--- config.mk ---
export PLATFORM = sky130hd
export DESIGN_NAME = spi_wishbone_master
export DESIGN_NICKNAME = d
export VERILOG_FILES = /design/src/rtl/spi_wishbone_master.sv
export SDC_FILE = /design/constraint.sdc
export NUM_CORES = 1
export LEC_CHECK = 0
export CAP_MARGIN = 20
export CORE_ASPECT_RATIO = 1.25
export CORE_UTILIZATION = 30
export CTS_BUF_LIST = sky130_fd_sc_hd__clkbuf_8
export CTS_CLUSTER_SIZE = 8
export DETAILED_ROUTE_END_ITERATION = 10
export PLACE_DENSITY_LB_ADDON = 0.12
export SYNTH_ARGS = -nofsm -noshare
export SYNTH_HDL_FRONTEND = slang
export SYNTH_SLANG_ARGS = --single-unit
--- constraint.sdc ---
create_clock -name clk -period 2.5 [get_ports clk]
set_input_delay 0.375 -clock clk [delete_from_list [all_inputs] [get_ports clk]]
set_output_delay 0.375 -clock clk [all_outputs]
set_load 0.01 [all_outputs]
--- src/rtl/spi_wishbone_master.sv ---
// ---------------------------------------------------------------------------
// spi_wishbone_master
//
// Bridges the SPI slave byte engine onto a classic Wishbone bus. The first
// byte of every chip-select frame is a command (bit 7 = write, bits [6:0] =
// base address). Each later byte starts one single Wishbone cycle, and the
// address auto-increments after every cycle. Read frames prefetch at the
// base address as soon as the command arrives, so the SPI slave can shift
// out read data during the next byte.
//
// Ports
//   clk, rst_n        system clock, asynchronous active-low reset
//   spiCs             SPI chip select (active-low), asynchronous
//   spiByteDone       byte-complete strobe from the SPI slave, asynchronous
//   spiDataReceived   last received byte, stable while spiByteDone is high
//   wb_cyc_o/stb_o    Wishbone cycle / strobe (driven together)
//   wb_we_o           Wishbone write enable
//   wb_adr_o          Wishbone address
//   wb_dat_o          Wishbone write data
//   wb_dat_i          Wishbone read data
//   wb_ack_i/err_i    Wishbone cycle termination (err wins over ack)
//   readData          last successful read result, for the slave dataToSend
//   readValid         one-cycle pulse when readData updates
//   busError          sticky: err or timeout seen, cleared at frame start
//   overrun           sticky: byte event lost, cleared at frame start
// ---------------------------------------------------------------------------
module spi_wishbone_master #(
    parameter int unsigned SYNC_STAGES    = 2,
    parameter int unsigned TIMEOUT_CYCLES = 255
) (
    input  logic       clk,
    input  logic       rst_n,
    input  logic       spiCs,
    input  logic       spiByteDone,
    input  logic [7:0] spiDataReceived,
    output logic       wb_cyc_o,
    output logic       wb_stb_o,
    output logic       wb_we_o,
    output logic [7:0] wb_adr_o,
    output logic [7:0] wb_dat_o,
    input  logic [7:0] wb_dat_i,
    input  logic       wb_ack_i,
    input  logic       wb_err_i,
    output logic [7:0] readData,
    output logic       readValid,
    output logic       busError,
    output logic       overrun
);

    typedef enum logic [1:0] {
        S_IDLE,
        S_CMD,
        S_DATA,
        S_BUS
    } state_t;

    localparam logic [7:0] TO_LAST = 8'(TIMEOUT_CYCLES - 1);

    // Synchronisers and edge detection
    logic [SYNC_STAGES-1:0] r_cs_sync;
    logic [SYNC_STAGES-1:0] r_bd_sync;
    logic                   r_cs_prev;
    logic                   r_bd_prev;
    logic                   r_evt;
    logic [7:0]             r_evt_byte;

    logic w_cs;
    logic w_bd;
    logic w_evt_det;
    logic w_cs_fall;

    // Main state
    state_t     r_state;
    logic       r_is_write;
    logic [7:0] r_addr;
    logic [7:0] r_rx;
    logic       r_pending;
    logic [7:0] r_pend_byte;
    logic [7:0] r_tcnt;
    logic       r_cyc;
    logic       r_we_o;
    logic [7:0] r_read_data;
    logic       r_read_valid;
    logic       r_bus_error;
    logic       r_overrun;

    logic w_timeout;
    logic w_done;
    logic w_fail;

    assign w_cs      = r_cs_sync[SYNC_STAGES-1];
    assign w_bd      = r_bd_sync[SYNC_STAGES-1];
    assign w_evt_det = w_bd & ~r_bd_prev;
    assign w_cs_fall = ~w_cs & r_cs_prev;

    // Ack and err together count as err.
    assign w_timeout = (r_tcnt == TO_LAST) & ~wb_ack_i & ~wb_err_i;
    assign w_fail    = wb_err_i | w_timeout;
    assign w_done    = wb_ack_i | w_fail;

    // The detected event and its byte are registered once, so the state
    // machine acts one edge after detection and cyc/stb rise on that edge.
    always_ff @(posedge clk or negedge rst_n) begin
        if (!rst_n) begin
            r_cs_sync  <= '1;
            r_bd_sync  <= '0;
            r_cs_prev  <= 1'b1;
            r_bd_prev  <= 1'b0;
            r_evt      <= 1'b0;
            r_evt_byte <= '0;
        end else begin
            r_cs_sync <= {r_cs_sync[SYNC_STAGES-2:0], spiCs};
            r_bd_sync <= {r_bd_sync[SYNC_STAGES-2:0], spiByteDone};
            r_cs_prev <= w_cs;
            r_bd_prev <= w_bd;
            r_evt     <= w_evt_det;
            if (w_evt_det) begin
                r_evt_byte <= spiDataReceived;
            end
        end
    end

    always_ff @(posedge clk or negedge rst_n) begin
        if (!rst_n) begin
            r_state      <= S_IDLE;
            r_is_write   <= 1'b0;
            r_addr       <= '0;
            r_rx         <= '0;
            r_pending    <= 1'b0;
            r_pend_byte  <= '0;
            r_tcnt       <= '0;
            r_cyc        <= 1'b0;
            r_we_o       <= 1'b0;
            r_read_data  <= '0;
            r_read_valid <= 1'b0;
            r_bus_error  <= 1'b0;
            r_overrun    <= 1'b0;
        end else begin
            r_read_valid <= 1'b0;
            case (r_state)
                S_IDLE: begin
                    r_pending <= 1'b0;
                    if (w_cs_fall) begin
                        r_state     <= S_CMD;
                        r_bus_error <= 1'b0;
                        r_overrun   <= 1'b0;
                    end
                end

                S_CMD: begin
                    if (w_cs) begin
                        r_state   <= S_IDLE;
                        r_pending <= 1'b0;
                    end else if (r_evt) begin
                        r_rx       <= r_evt_byte;
                        r_is_write <= r_evt_byte[7];
                        r_addr     <= {1'b0, r_evt_byte[6:0]};
                        if (r_evt_byte[7]) begin
                            r_state <= S_DATA;
                        end else begin
                            // Read command: prefetch at the base address.
                            r_state <= S_BUS;
                            r_cyc   <= 1'b1;
                            r_we_o  <= 1'b0;
                            r_tcnt  <= '0;
                        end
                    end
                end

                S_DATA: begin
                    if (w_cs) begin
                        r_state   <= S_IDLE;
                        r_pending <= 1'b0;
                    end else if (r_pending || r_evt) begin
                        // A byte held over from the previous cycle goes first.
                        r_rx      <= r_pending ? r_pend_byte : r_evt_byte;
                        r_pending <= 1'b0;
                        r_state   <= S_BUS;
                        r_cyc     <= 1'b1;
                        r_we_o    <= r_is_write;
                        r_tcnt    <= '0;
                    end
                end

                S_BUS: begin
                    if (r_evt) begin
                        if (r_pending) begin
                            r_overrun <= 1'b1;
                        end else begin
                            r_pending   <= 1'b1;
                            r_pend_byte <= r_evt_byte;
                        end
                    end
                    if (w_done) begin
                        r_cyc  <= 1'b0;
                        r_we_o <= 1'b0;
                        r_addr <= r_addr + 8'd1;
                        if (w_fail) begin
                            r_bus_error <= 1'b1;
                        end else if (!r_is_write) begin
                            r_read_data  <= wb_dat_i;
                            r_read_valid <= 1'b1;
                        end
                        // cs already high: the held byte belongs to a dead
                        // frame, so it is dropped here (overrides the set above).
                        if (w_cs) begin
                            r_state   <= S_IDLE;
                            r_pending <= 1'b0;
                        end else begin
                            r_state <= S_DATA;
                        end
                    end else begin
                        r_tcnt <= r_tcnt + 8'd1;
                    end
                end

                default: r_state <= S_IDLE;
            endcase
        end
    end

    assign wb_cyc_o  = r_cyc;
    assign wb_stb_o  = r_cyc;
    assign wb_we_o   = r_we_o;
    assign wb_adr_o  = r_addr;
    assign wb_dat_o  = r_rx;
    assign readData  = r_read_data;
    assign readValid = r_read_valid;
    assign busError  = r_bus_error;
    assign overrun   = r_overrun;

endmodule

=== Word level (Yosys, flattened, before mapping) ===
Cells that the tools add are included.

* Register bits after elaboration: 64

* Add/sub/neg operators: 2
* Equality and inequality tests: 18
* Mux-type cells: 57
* Bitwise logic cells: 12
* Reductions and logical operators: 17

{| class="wikitable"
|+ Operators by type and width
! operator !! number
|-
| two-way mux 8 bit || 14
|-
| case mux 8 bit (2 select lines) || 2
|-
| two-way mux 1 bit || 27
|-
| inequality test 2 bit (second input constant) || 12
|-
| case mux 8 bit (3 select lines) || 1
|-
| AND reduction 4 bit || 5
|-
| adder 8 x 1 -> 8 bit (second input constant) || 2
|-
| two-way mux 2 bit || 7
|-
| AND reduction 7 bit || 2
|-
| == test 8 bit (second input constant) || 1
|-
| case mux 2 bit (4 select lines) || 1
|-
| inequality test 3 bit (second input constant) || 2
|-
| inverter 1 bit || 6
|-
| case mux 1 bit (3 select lines) || 2
|-
| nonzero test 2 bit || 3
|-
| AND reduction 5 bit || 1
|-
| AND 1 bit || 4
|-
| == test 2 bit (second input constant) || 2
|-
| case mux 1 bit (2 select lines) || 2
|-
| case mux 1 bit (4 select lines) || 1
|-
| AND reduction 2 bit || 2
|-
| AND reduction 3 bit || 1
|-
| nonzero test 3 bit || 1
|-
| == test 2 x 1 -> 1 bit (second input constant) || 1
|-
| 3 further kinds || 4
|}

=== Longest topological paths before layout ===
* Depth after elaboration: 7
* Mapped depth: 7

=== Worst setup path before layout ===
Ideal clock, no wire load.

* Path kind: flip-flop to flip-flop
* Start: register r_tcnt[0]
* End: register r_addr[4], in the netlist wb_adr_o[4]
* Data arrival time: 1.621 ns
* Setup slack: 0.756 ns
* Cell stages (with the launch flop): 7
* Period minus slack after synthesis: 1.744 ns
* Path through: dfrtp_1 > inv_1 > ha_1 > and4b_4 > a311oi_4 > o21ai_1 > o221a_1

* Cells in the longest elaborated chain, start to end: 7

{| class="wikitable"
|+ RTL lines
! what !! line !! RTL
|-
| from (decl) || 79 || <nowiki>logic [7:0] r_tcnt;</nowiki>
|-
| from (signal assigned) || 213 || <nowiki>r_tcnt <= r_tcnt + 8'd1;</nowiki>
|-
| == test 8 bit || 97 || <nowiki>assign w_timeout = (r_tcnt == TO_LAST) & ~wb_ack_i & ~wb_err_i;</nowiki>
|-
| AND 1 bit (2 in series) || 97 ||
|-
| bitwise OR 1 bit || 98 || <nowiki>assign w_fail = wb_err_i | w_timeout;</nowiki>
|-
| bitwise OR 1 bit || 99 || <nowiki>assign w_done = wb_ack_i | w_fail;</nowiki>
|-
| inequality test 2 bit (no source line) || n/a ||
|-
| AND reduction 4 bit (no source line) || n/a ||
|-
| to (signal assigned) || 157 || <nowiki>r_addr <= {1'b0, r_evt_byte[6:0]};</nowiki>
|-
| to (signal assigned) || 197 || <nowiki>r_addr <= r_addr + 8'd1;</nowiki>
|-
| to (decl) || 75 || <nowiki>logic [7:0] r_addr;</nowiki>
|}

Every way passes these cells.
A chain may end at the register's enable or synchronous reset.

=== Final worst setup path ===
* Start: register r_state[1]
* End: register r_read_data[7], in the netlist readData[7]

* Cells in the longest elaborated chain, start to end: 2

{| class="wikitable"
|+ RTL lines
! what !! line !! RTL
|-
| from (decl) || 73 || <nowiki>state_t r_state;</nowiki>
|-
| from (signal assigned) || 125 || <nowiki>r_state <= S_IDLE;</nowiki>
|-
| from (signal assigned) || 144 || <nowiki>r_state <= S_CMD;</nowiki>
|-
| from (signal assigned) || 152 || <nowiki>r_state <= S_IDLE;</nowiki>
|-
| == test 2 bit || 140 || <nowiki>case (r_state)</nowiki>
|-
| AND reduction 4 bit (no source line) || n/a ||
|-
| to (signal assigned) || 201 || <nowiki>r_read_data <= wb_dat_i;</nowiki>
|-
| to (decl) || 82 || <nowiki>logic [7:0] r_read_data;</nowiki>
|}

Every way passes these cells.

==> results.sh <==
export IMPL_status="finished, final reports clean"
export IMPL_n_antenna_cell=0
export IMPL_htree_num_levels=3
export IMPL_layout_setup_ws_ps=430
export IMPL_power_density_nw_per_um2=1020
export IMPL_place_congestion=0.774
export IMPL_syn_to_final_growth_pct=31.5
export IMPL_rows=40
export IMPL_ys_ff_latch=64
export IMPL_first_global_vias=2123
export IMPL_layout_common_cells="dfrtp_1, clkdlybuf4s50_1, mux2_2"
export IMPL_drc_errors=0
export IMPL_cp_num_buf_inv=0
export IMPL_ys_types=56
export IMPL_crit_family="simple AND/OR/NAND/NOR gates"
export IMPL_layout_drive_gt1_share_pct=24.4
export IMPL_ys_warnings_count=0
export IMPL_overflow=0
export IMPL_grt_max_degree=47
export IMPL_synth_ff_type="dfrtp_1"
export IMPL_critPathMaxFanout=13
export IMPL_cp_cell_sequence="and2_1, nand4_1, mux2_2"
export IMPL_max_stage_delay_ps=560
export IMPL_synth_cells=244
export IMPL_dieArea_sq_um=10200
export IMPL_cts_tree="built"
export IMPL_clockBufferDepth=2
export IMPL_endpoint_kind="flop"
export IMPL_antenna_found_initial=0
export IMPL_seq_area_sq_um=1610
export IMPL_crit_type="reg2reg"
export IMPL_ir_drop_uv=475
export IMPL_cts_sink_count=64
export IMPL_start_util_pct=30.8
export IMPL_numCtsBuffers=9
export IMPL_syn_area_sq_um=2950
export IMPL_cp_slowest_cell="dfrtp_1"
export IMPL_num_nets_final=328
export IMPL_dr_total_vias=2150
export IMPL_post_cts_buffers=0
export IMPL_synth_edf_count=0
export IMPL_rsz0062_at_grt="false"
export IMPL_async_reset_ff_share_pct=100
export IMPL_hold_violations=0
export IMPL_tightest_slew_ps=609
export IMPL_finalCriticalPeriod_ps=2070
export IMPL_relSlewSlack_pct=58.8
export IMPL_worstPathRequired_ps=2720
export IMPL_worst_setup_path_start_kind="flop"
export IMPL_clock_skew_ps=9.22
export IMPL_synthesis_nets=269
export IMPL_crit_arrival_ps=2290
export IMPL_seq_area_frac_synth_pct=54.5
export IMPL_ios=52
export IMPL_grt_pass1_wl_mm=10.8
export IMPL_drt_antenna_violating_nets=0
export IMPL_final_common_cell="dfrtp_1"
export IMPL_setup_viol=0
export IMPL_multi_input_area_sq_um=1240
export IMPL_hp_class="reg2reg"
export IMPL_viasPerCell=4.95
export IMPL_wl_mm=6.56
export IMPL_slew_violations=0
export IMPL_clockRootBuffer="clkbuf_8"
export IMPL_nFillCells=931
export IMPL_dr_pass1_iters=4
export IMPL_whs_ps=355
export IMPL_clk_latency_ps=340
export IMPL_fmaxAchievable_mhz=483
export IMPL_coreArea_sq_um=9560
export IMPL_power_leakage_nw=1.65
export IMPL_wire_per_inst_um=15.1
export IMPL_portBuffers=51
export IMPL_synth_avg_cell_area_sq_um=12.1
export IMPL_die_h_um=113
export IMPL_track_usage_pct=13.6
export IMPL_pre_cts_slack_ps=321
export IMPL_finalCritPeriodShare_pct=82.8
export IMPL_max_cap_violations=0
export IMPL_drt_iter0_drc=156
export IMPL_finalSetupTns_ps=0
export IMPL_fp_dieW_um=90.7
export IMPL_hpwl_mm=4.59
export IMPL_clk_pin_slew_ps=70
## through the flow
stage               instance area, sq um  total power, mW  util (%)  cells
finish                              3880             3.97      40.6    434
detailed placement                  3620             2.91      37.9    417
CTS                                 3880             4.03      40.6    434
floorplan                           2950             2.25         -    244
global placement                    3620             2.91      37.9    417
global route                        3880             4.21      40.6    434
## area by class of cell
cell class,instances,share of cell area (%)
clock inverters,7,3.10
clock buffers,9,3.19
repair buffers,60,15.2
multi-input cells,158,32.1
flip-flops and latches,64,41.4
inverters,10,0.968
well taps,126,4.07
## worst paths after layout
path | slack, ps | endpoint | cells after the start | start
min in group asynchronous | 520 | readData[4] | 2 | rst_n
worst min register to register | 350 | r_bd_sync[1] | 0 | r_bd_sync[0]
worst max-delay path | 430 | readData[7] | 3 | r_state[1]
max in group asynchronous | 1320 | r_cs_prev | 3 | rst_n
worst min-delay path | 350 | r_bd_sync[1] | 0 | r_bd_sync[0]
worst max register to register | 430 | readData[7] | 3 | r_state[1]
## where the power goes
group	internal (mW)	leakage, nW	switching, mW	total, mW
Sequential	1.36	0.794	0.287	1.65
Clock	0.664	0.119	0.422	1.09
Combinational	0.752	0.733	0.482	1.23
## cell usage after synthesis, types with 2 or more instances
master	instances	area share, %
a211o_1	2	0.59
a21o_1	2	0.51
a21oi_1	7	1.2
a31oi_1	12	2.5
a32o_1	2	0.68
and2_1	2	0.42
and3_1	6	1.3
buf_2	3	0.51
clkbuf_1	6	0.76
dfrtp_1	61	52
dfstp_2	3	2.7
ha_1	3	1.3
inv_1	10	1.3
mux2_2	40	15
nand2_1	16	2.0
nand3_1	4	0.68
nand4_1	3	0.64
nor2_1	11	1.4
nor2b_1	4	0.85
nor4bb_1	3	1.0
o21a_1	3	0.76
o21ai_0	5	0.85
o221ai_1	2	0.59
or4_1	2	0.51
## flip-flops by register name (all words and copies together), names as in the netlist
name	count
wb_we_o	1
r_state	2
r_evt_byte	8
wb_adr_o	8
readValid	1
r_is_write	1
readData	8
overrun	1
r_evt	1
busError	1
r_bd_sync	2
r_tcnt	8
r_pending	1
r_bd_prev	1
r_pend_byte	8
wb_cyc_o	1
r_cs_prev	1
r_cs_sync	2
wb_dat_o	8
## timing repair
item | CTS | global route
hold buffers | 1 | 0
hold endpoints to repair | 17 | 0
resized for setup | 0 | 0
## per-layer routing
metal  track usage, %  vias up  routed length [um]
met5                0        -                   0
met4             5.48        0                  74
met3             3.09        6                 265
met2             21.8       44                3080
met1             17.8     1070                3140
li1                 -     1030                   -
## cell families after synthesis
group / share of synthesized area, %
flip-flops: 54.5
AND/OR/NAND/NOR: 12.2
AO/OA/AOI/OAI: 13.5
multiplexers: 15.3
buffers and inverters: 3.31
adder cells (fa/ha/maj): 1.27
(Power assumes the default switching activity.)
